`src/rtl/rom_fetch_unit_if.sv`:
```
// Bus between the ROM prefetch unit, the program ROM and the decoder.
// The master side is the fetch unit; the slave side is the ROM/decoder environment.
interface rom_fetch_unit_if #(
  parameter int unsigned DEPTH = 4
);
  localparam int unsigned LW = $clog2(DEPTH) + 1;

  logic [7:0]    rom_address;
  logic [7:0]    rom_data;
  logic [7:0]    instr;
  logic [7:0]    instr_pc;
  logic          instr_valid;
  logic          instr_ready;
  logic          jump;
  logic [7:0]    jump_addr;
  logic [LW-1:0] level;

  modport master (
    output rom_address, instr, instr_pc, instr_valid, level,
    input  rom_data, instr_ready, jump, jump_addr
  );

  modport slave (
    input  rom_address, instr, instr_pc, instr_valid, level,
    output rom_data, instr_ready, jump, jump_addr
  );
endinterface

```
`src/rtl/rom_fetch_unit.sv`:
```
// Instruction prefetch: drives the ROM address, captures its registered data one
// cycle later and buffers {byte, pc} pairs in a small FIFO for the decoder.
module rom_fetch_unit #(
  parameter int unsigned DEPTH      = 4,
  parameter logic [7:0]  RESET_ADDR = 8'h00
) (
  input  logic           clk_i,
  input  logic           rst_ni,
  rom_fetch_unit_if.master bus
);

  localparam int unsigned AW = $clog2(DEPTH);
  localparam int unsigned LW = AW + 1;

  logic [7:0]    fetch_pc_q, fetch_pc_d;
  logic          pending_q, pending_d;
  logic [7:0]    pending_pc_q, pending_pc_d;
  logic [LW-1:0] count_q, count_d;
  logic [AW-1:0] wr_ptr_q, wr_ptr_d;
  logic [AW-1:0] rd_ptr_q, rd_ptr_d;
  logic [7:0]    data_q [DEPTH];
  logic [7:0]    pc_q   [DEPTH];

  logic          push_c, pop_c, issue_c;
  logic [LW:0]   occ_c;

  // Occupancy counts the in-flight byte so a push can never find the FIFO full.
  assign occ_c   = {1'b0, count_q} + (LW+1)'(pending_q);
  assign issue_c = !bus.jump && (occ_c < (LW+1)'(DEPTH));
  assign push_c  = !bus.jump && pending_q;
  assign pop_c   = !bus.jump && (count_q != '0) && bus.instr_ready;

  always_comb begin
    fetch_pc_d   = fetch_pc_q;
    pending_d    = pending_q;
    pending_pc_d = pending_pc_q;
    count_d      = count_q;
    wr_ptr_d     = wr_ptr_q;
    rd_ptr_d     = rd_ptr_q;

    if (bus.jump) begin
      fetch_pc_d = bus.jump_addr;
      pending_d  = 1'b0;
      count_d    = '0;
      wr_ptr_d   = '0;
      rd_ptr_d   = '0;
    end else begin
      pending_d = issue_c;
      if (issue_c) begin
        pending_pc_d = fetch_pc_q;
        fetch_pc_d   = fetch_pc_q + 8'd1;
      end
      if (push_c) wr_ptr_d = wr_ptr_q + AW'(1);
      if (pop_c)  rd_ptr_d = rd_ptr_q + AW'(1);
      count_d = count_q + LW'(push_c) - LW'(pop_c);
    end
  end

  always_ff @(posedge clk_i) begin
    if (!rst_ni) begin
      fetch_pc_q   <= RESET_ADDR;
      pending_q    <= 1'b0;
      pending_pc_q <= 8'h00;
      count_q      <= '0;
      wr_ptr_q     <= '0;
      rd_ptr_q     <= '0;
    end else begin
      fetch_pc_q   <= fetch_pc_d;
      pending_q    <= pending_d;
      pending_pc_q <= pending_pc_d;
      count_q      <= count_d;
      wr_ptr_q     <= wr_ptr_d;
      rd_ptr_q     <= rd_ptr_d;
    end
  end

  // Storage is cleared on reset so the head reads 8'h00 until the first push.
  always_ff @(posedge clk_i) begin
    if (!rst_ni) begin
      for (int i = 0; i < int'(DEPTH); i++) begin
        data_q[i] <= 8'h00;
        pc_q[i]   <= 8'h00;
      end
    end else if (push_c) begin
      data_q[wr_ptr_q] <= bus.rom_data;
      pc_q[wr_ptr_q]   <= pending_pc_q;
    end
  end

  assign bus.rom_address = fetch_pc_q;
  assign bus.instr       = data_q[rd_ptr_q];
  assign bus.instr_pc    = pc_q[rd_ptr_q];
  assign bus.instr_valid = (count_q != '0);
  assign bus.level       = count_q;

endmodule

```
`src/flat_wrapper.sv`:
```
// flat-port wrapper written by rule: the top's interface ports become plain ports
module rom_fetch_unit_flat 
#(
  parameter int unsigned DEPTH      = 4,
  parameter logic [7:0]  RESET_ADDR = 8'h00
)
  (clk_i, rst_ni, bus_rom_address, bus_instr, bus_instr_pc, bus_instr_valid, bus_level, bus_rom_data, bus_instr_ready, bus_jump, bus_jump_addr);
  rom_fetch_unit_if #(.DEPTH(DEPTH)) bus_i ();
  input  logic clk_i;
  input  logic rst_ni;
  output wire logic [$bits(bus_i.rom_address)-1:0] bus_rom_address;
  output wire logic [$bits(bus_i.instr)-1:0] bus_instr;
  output wire logic [$bits(bus_i.instr_pc)-1:0] bus_instr_pc;
  output wire logic [$bits(bus_i.instr_valid)-1:0] bus_instr_valid;
  output wire logic [$bits(bus_i.level)-1:0] bus_level;
  input wire logic [$bits(bus_i.rom_data)-1:0] bus_rom_data;
  input wire logic [$bits(bus_i.instr_ready)-1:0] bus_instr_ready;
  input wire logic [$bits(bus_i.jump)-1:0] bus_jump;
  input wire logic [$bits(bus_i.jump_addr)-1:0] bus_jump_addr;
  assign bus_rom_address = bus_i.rom_address;
  assign bus_instr = bus_i.instr;
  assign bus_instr_pc = bus_i.instr_pc;
  assign bus_instr_valid = bus_i.instr_valid;
  assign bus_level = bus_i.level;
  assign bus_i.rom_data = bus_rom_data;
  assign bus_i.instr_ready = bus_instr_ready;
  assign bus_i.jump = bus_jump;
  assign bus_i.jump_addr = bus_jump_addr;
  rom_fetch_unit #(.DEPTH(DEPTH), .RESET_ADDR(RESET_ADDR)) u_core (.clk_i(clk_i), .rst_ni(rst_ni), .bus(bus_i));
endmodule
```
`config.mk`:
```
export PLATFORM = sky130hd
export DESIGN_NAME = rom_fetch_unit_flat
export DESIGN_NICKNAME = d
export VERILOG_FILES = /design/src/rtl/rom_fetch_unit_if.sv /design/src/rtl/rom_fetch_unit.sv /design/src/flat_wrapper.sv
export SDC_FILE = /design/constraint.sdc
export NUM_CORES = 1
export LEC_CHECK = 0
export ABC_AREA = 1
export CORE_ASPECT_RATIO = 1.5
export CORE_MARGIN = 5
export CORE_UTILIZATION = 55
export CTS_CLUSTER_SIZE = 30
export DETAILED_ROUTE_END_ITERATION = 8
export MAX_ROUTING_LAYER = met4
export PLACE_DENSITY_LB_ADDON = 0.15
export SKIP_CTS_REPAIR_TIMING = 1
export SLEW_MARGIN = 20
export SYNTH_ARGS = -nofsm -noshare
export SYNTH_HDL_FRONTEND = slang
export SYNTH_SLANG_ARGS = --single-unit
```
`constraint.sdc`:
```
create_clock -name clk_i -period 6.95 [get_ports clk_i]
set_clock_uncertainty 0.1 [all_clocks]
set_input_delay 2.085 -clock clk_i [delete_from_list [all_inputs] [get_ports clk_i]]
set_output_delay 2.085 -clock clk_i [all_outputs]
set_load 0.005 [all_outputs]
```
== Word level (Yosys, flattened, before mapping) ==
Memory sizes are Yosys's and may differ from the RTL's. A register that Yosys moved wholly into a read port is not among the register bits.
Cells that the tools add are included.

* Flip-flop bits (word level): 24
* Memory bits (writable): 64
* Output and inout bits: 28
* Memories: 2

* $add $sub $neg: 6
* $lt $le $gt $ge: 1
* Mux-type cells: 16
* Bitwise operators: 2
* Reductions and logical operators: 11

{| class="wikitable"
|+ Memories
! memory !! depth !! width !! read ports !! clocked after Yosys merged registers in !! write ports !! RTL line !! source
|-
| u_core.data_q || 4 || 8 || 1 || 1 || 4 || rom_fetch_unit.sv:21 || <nowiki>logic [7:0] data_q [DEPTH];</nowiki>
|-
| u_core.pc_q || 4 || 8 || 1 || 1 || 4 || rom_fetch_unit.sv:22 || <nowiki>logic [7:0] pc_q [DEPTH];</nowiki>
|}

{| class="wikitable"
|+ Operators by type and width
! kind !! count
|-
| 8-bit 2-to-1 mux || 4
|-
| 8-bit OR reduction || 2
|-
| 2-bit 2-to-1 mux || 6
|-
| 8-bit by 1-bit adder with 8-bit output (second input constant) || 1
|-
| 1-bit 2-to-1 mux || 6
|-
| 2-bit by 1-bit adder with 2-bit output (second input constant) || 2
|-
| 3-bit by 1-bit adder with 4-bit output || 1
|-
| 1-bit logical AND || 4
|-
| 4-bit by 3-bit < comparator with 1-bit output (second input constant) || 1
|-
| 3-bit by 1-bit adder with 3-bit output || 1
|-
| 3-bit nonzero test || 1
|-
| 3-bit by 1-bit subtractor with 3-bit output || 1
|-
| 1-bit inverter || 2
|-
| 2-bit AND reduction || 1
|-
| 2-bit nonzero test || 1
|-
| 2-bit OR reduction || 1
|-
| 1-bit zero test || 1
|}

== Longest topological paths before layout ==
* Depth after elaboration: 7
* Depth in mapped cells: 11
* Gate-level depth less buffers: 11

== Worst setup path after synthesis ==
OpenSTA, ideal clock, no wires.

* Kind: in2reg
* From: input port bus_jump
* To: memory u_core.data_q[1][0], enable pin
* Library setup time: 411 ps
* Data arrival time: 3504 ps
* Required time: 6439 ps
* Setup slack: 2935 ps
* Stages: 3
* Path buffers: 0
* Path through: nor2_4 > inv_2 > o21ai_0

{| class="wikitable"
|+ RTL lines
! element !! RTL line !! source
|-
| from (decl) || flat_wrapper.sv:18 || <nowiki>input wire logic [$bits(bus_i.jump)-1:0] bus_jump;</nowiki>
|-
| to (decl) || rom_fetch_unit.sv:21 ||
|}

==> impl_metrics.prom <==
# TYPE chip_impl_metric gauge
chip_impl_info{name="outcome",value="complete, no violations"} 1
chip_impl_info{name="cp_slowest_cell",value="sky130_fd_sc_hd__inv_1"} 1
chip_impl_metric{name="drt-vias-per-instance",unit=""} 5.170
chip_impl_metric{name="worstPathMaxFanout",unit=""} 33
chip_impl_metric{name="post-route-util",unit=""} 0.6656
chip_impl_metric{name="antenna_violations_before_repair",unit=""} 0
chip_impl_metric{name="htree_levels",unit=""} 3
chip_impl_info{name="yosys-top-cells-area",value="sky130_fd_sc_hd__edfxtp_1, sky130_fd_sc_hd__dfxtp_1, sky130_fd_sc_hd__nor2_1"} 1
chip_impl_metric{name="synth.yosys.warnings",unit=""} 0
chip_impl_metric{name="post-route-min-period",unit="ps"} 4758
chip_impl_info{name="timing.setup.critical_path_class",value="register to output port"} 1
chip_impl_metric{name="mean_syn_cell_area",unit="um2"} 9.411
chip_impl_metric{name="ctsLongestPathBuffers",unit=""} 2
chip_impl_metric{name="cp_data_arrival_time",unit="ps"} 2570
chip_impl_metric{name="gpl.final_weighted_congestion",unit=""} 0.8627
chip_impl_metric{name="ant_nets",unit=""} 0
chip_impl_metric{name="nets",unit=""} 513
chip_impl_metric{name="buffer_ports.inserted",unit=""} 47
chip_impl_info{name="synth_top_area_cell",value="sky130_fd_sc_hd__edfxtp_1"} 1
chip_impl_metric{name="hold_viol",unit=""} 0
chip_impl_metric{name="global_route_total_usage_across_every_layer",unit=""} 0.2060
chip_impl_info{name="yosysMostFrequentCell",value="sky130_fd_sc_hd__nor2_1"} 1
chip_impl_info{name="synthTopCellsByCount",value="sky130_fd_sc_hd__nor2_1, sky130_fd_sc_hd__edfxtp_1, sky130_fd_sc_hd__nand2_1"} 1
chip_impl_metric{name="cts_sinks",unit=""} 90
chip_impl_metric{name="slowest_delay",unit="ps"} 720
chip_impl_metric{name="clk_pin_slew",unit="ps"} 80
chip_impl_metric{name="via_count",unit=""} 3066
chip_impl_metric{name="grt_pass1_wl",unit="mm"} 14.20
chip_impl_info{name="path_cells",value="buf_4 -> inv_1 -> o21ai_0 -> o22ai_1 -> clkdlybuf4s50_1"} 1
chip_impl_metric{name="antenna-diode-count",unit=""} 0
chip_impl_info{name="classification_of_the_worst_slack_hold_path",value="register to register"} 1
chip_impl_metric{name="drt_iter0_drc",unit=""} 209
chip_impl_metric{name="core_area",unit="um2"} 7322
chip_impl_metric{name="via_count_of_the_first_global_routing_pass",unit=""} 3096
chip_impl_metric{name="ys_seq_elements",unit=""} 90
chip_impl_metric{name="cts_inserted_buffers",unit=""} 9
chip_impl_metric{name="relSlewSlack",unit=""} 0.3800
chip_impl_metric{name="synthArstFlopShare",unit=""} 0
chip_impl_metric{name="fp.dieArea",unit="um2"} 9419
chip_impl_metric{name="layout_worst_path_cycle_share",unit=""} 0.6846
chip_impl_metric{name="drt-wirelength-per-cell",unit="um"} 14.57
chip_impl_metric{name="worst_pin_slew",unit="ps"} 929.0
chip_impl_metric{name="syn_area",unit="um2"} 4150
chip_impl_metric{name="finalSetupViolCount",unit=""} 0
chip_impl_metric{name="synth_top_area_frac",unit=""} 0.4631
chip_impl_info{name="start_kind",value="register"} 1
chip_impl_metric{name="row_count",unit=""} 38
chip_impl_metric{name="start_util",unit=""} 0.5668
chip_impl_metric{name="max-vdd-ir-drop",unit="mV"} 0.09836
chip_impl_metric{name="synth.net_count",unit=""} 466
chip_impl_metric{name="drive_above_1_share",unit=""} 0.1034
chip_impl_info{name="clock_tree_from_tritoncts",value="done"} 1
chip_impl_info{name="rsz0062_at_grt",value="false"} 1
chip_impl_metric{name="p_leak",unit="nW"} 1.877
chip_impl_info{name="endpoint_kind",value="output port"} 1
chip_impl_metric{name="finalMaxSlewViolations",unit=""} 0
chip_impl_info{name="root_buf_cell",value="sky130_fd_sc_hd__clkbuf_8"} 1
chip_impl_info{name="synthFlopType",value="sky130_fd_sc_hd__edfxtp_1"} 1
chip_impl_metric{name="floorplan.io_pins",unit=""} 48
chip_impl_metric{name="sequential_fraction_of_the_synthesis_area",unit=""} 0.5885
chip_impl_metric{name="worst-r2r-setup-slack",unit="ps"} 4760
chip_impl_metric{name="syn_to_final_growth",unit="%"} 17.43
chip_impl_metric{name="grt_max_degree",unit=""} 34
chip_impl_metric{name="setup-tns-final",unit="ps"} 0
chip_impl_metric{name="die_h",unit="um"} 116.4
chip_impl_metric{name="gr-total-overflow",unit=""} 0
chip_impl_metric{name="power.density",unit="nW/um2"} 207.2
chip_impl_metric{name="drv.max_cap_violation_count",unit=""} 0
chip_impl_metric{name="number_of_instances_in_the_synthesized_netlist",unit=""} 441
chip_impl_metric{name="synth_unique_cells",unit=""} 26
chip_impl_metric{name="first_pass_iters",unit=""} 4
chip_impl_metric{name="floorplan.die.width",unit="um"} 80.93
chip_impl_metric{name="routed_wirelength",unit="mm"} 8.640
chip_impl_metric{name="clkLatencyLatePin",unit="ps"} 360
chip_impl_metric{name="clock.fmax",unit="GHz"} 0.2102
chip_impl_metric{name="number_of_flops_mapped_to_enable_cells_by_yosys",unit=""} 64
chip_impl_metric{name="route.detailed.drc",unit=""} 0
chip_impl_metric{name="worstPathRequired",unit="ps"} 4760
chip_impl_metric{name="dp.final_hpwl",unit="mm"} 5.758
==> layer usage <==
layer  GRT usage  wire length, um  part of all wire
met1      0.2123             3398              0.39
met2      0.3741             4790              0.55
met3     0.03935              346             0.040
met4     0.09019              105             0.012
met5           -                0                 0
==> layout by cell type, fill, tap and decap left out, drive strengths merged, types with 9 or more instances in the layout <==
master	synthesis	layout
nor2	120	120
edfxtp	64	64
nand2	62	62
inv	56	59
clkdlybuf4s50	0	47
o21ai	47	47
dfxtp	26	26
o22ai	16	16
nand3	12	12
clkbuf	10	9
==> critical path, delay by kind of cell, from the launching register on <==
kind                   cells  cell delay [ps]
DFF                        1              310
buffers and inverters      3             1470
AOI/OAI and AO/OA          2              410
==> flip-flops by register name, summed over array words and instances (netlist names), named ones only <==
name,count
u_core.rd_ptr_q,2
u_core.pc_q,32
u_core.pending_q,1
u_core.wr_ptr_q,2
u_core.pending_pc_q,8
u_core.bus.rom_address,8
u_core.data_q,32
u_core.bus.level,3
==> cell families after synthesis <==
group | synth area share
simple gates | 0.2231
compound gates | 0.09466
flops | 0.5885
buf+inv | 0.07266
fa+ha+maj | 0.01688
xor+xnor | 0.004221
==> path summary, 6_finish.rpt <==
check / startpoint / to / cells past startpoint
setup / recovery: register / bus_instr_pc[1] / 5
hold / removal: u_core.rd_ptr_q[1] / u_core.rd_ptr_q[1] / 2
setup reg to reg: u_core.pending_q / u_core.data_q[0][0] / 6
hold reg to reg: u_core.rd_ptr_q[1] / u_core.rd_ptr_q[1] / 2
==> power by group <==
| part | switching [mW] | leakage, nW | internal [mW] |
|---|---|---|---|
| Combinational | 0.0483 | 0.908 | 0.0407 |
| Sequential | 0.0119 | 0.875 | 0.595 |
| Clock | 0.184 | 0.0939 | 0.129 |
| Total | 0.244 | 1.88 | 0.765 |
==> metrics by stage <==
step                      setup WS, ps  hold slack (ps)  instance area (um2)  instances  power [mW]
after floorplan                   2935            333.4                 4150        441      0.6652
after global placement            2262            351.7                 4707        577      0.7078
after detailed placement          2198            368.9                 4707        577      0.7093
after CTS                         2149            382.1                 4873        593       1.017
after global routing              2009            416.2                 4873        593       1.049
final                             2192            376.8                 4873        593       1.010
==> final cells by class <==
type | count | area, um2
well taps | 100 | 125.1
flip-flops and latches | 90 | 2442
repair buffers | 51 | 500.5
clock inverters | 7 | 42.54
multi-input cells | 279 | 1406
inverters | 57 | 232.7
fillers | 632 | 2449
clock buffers | 9 | 123.9
(Power assumes the default switching activity.)
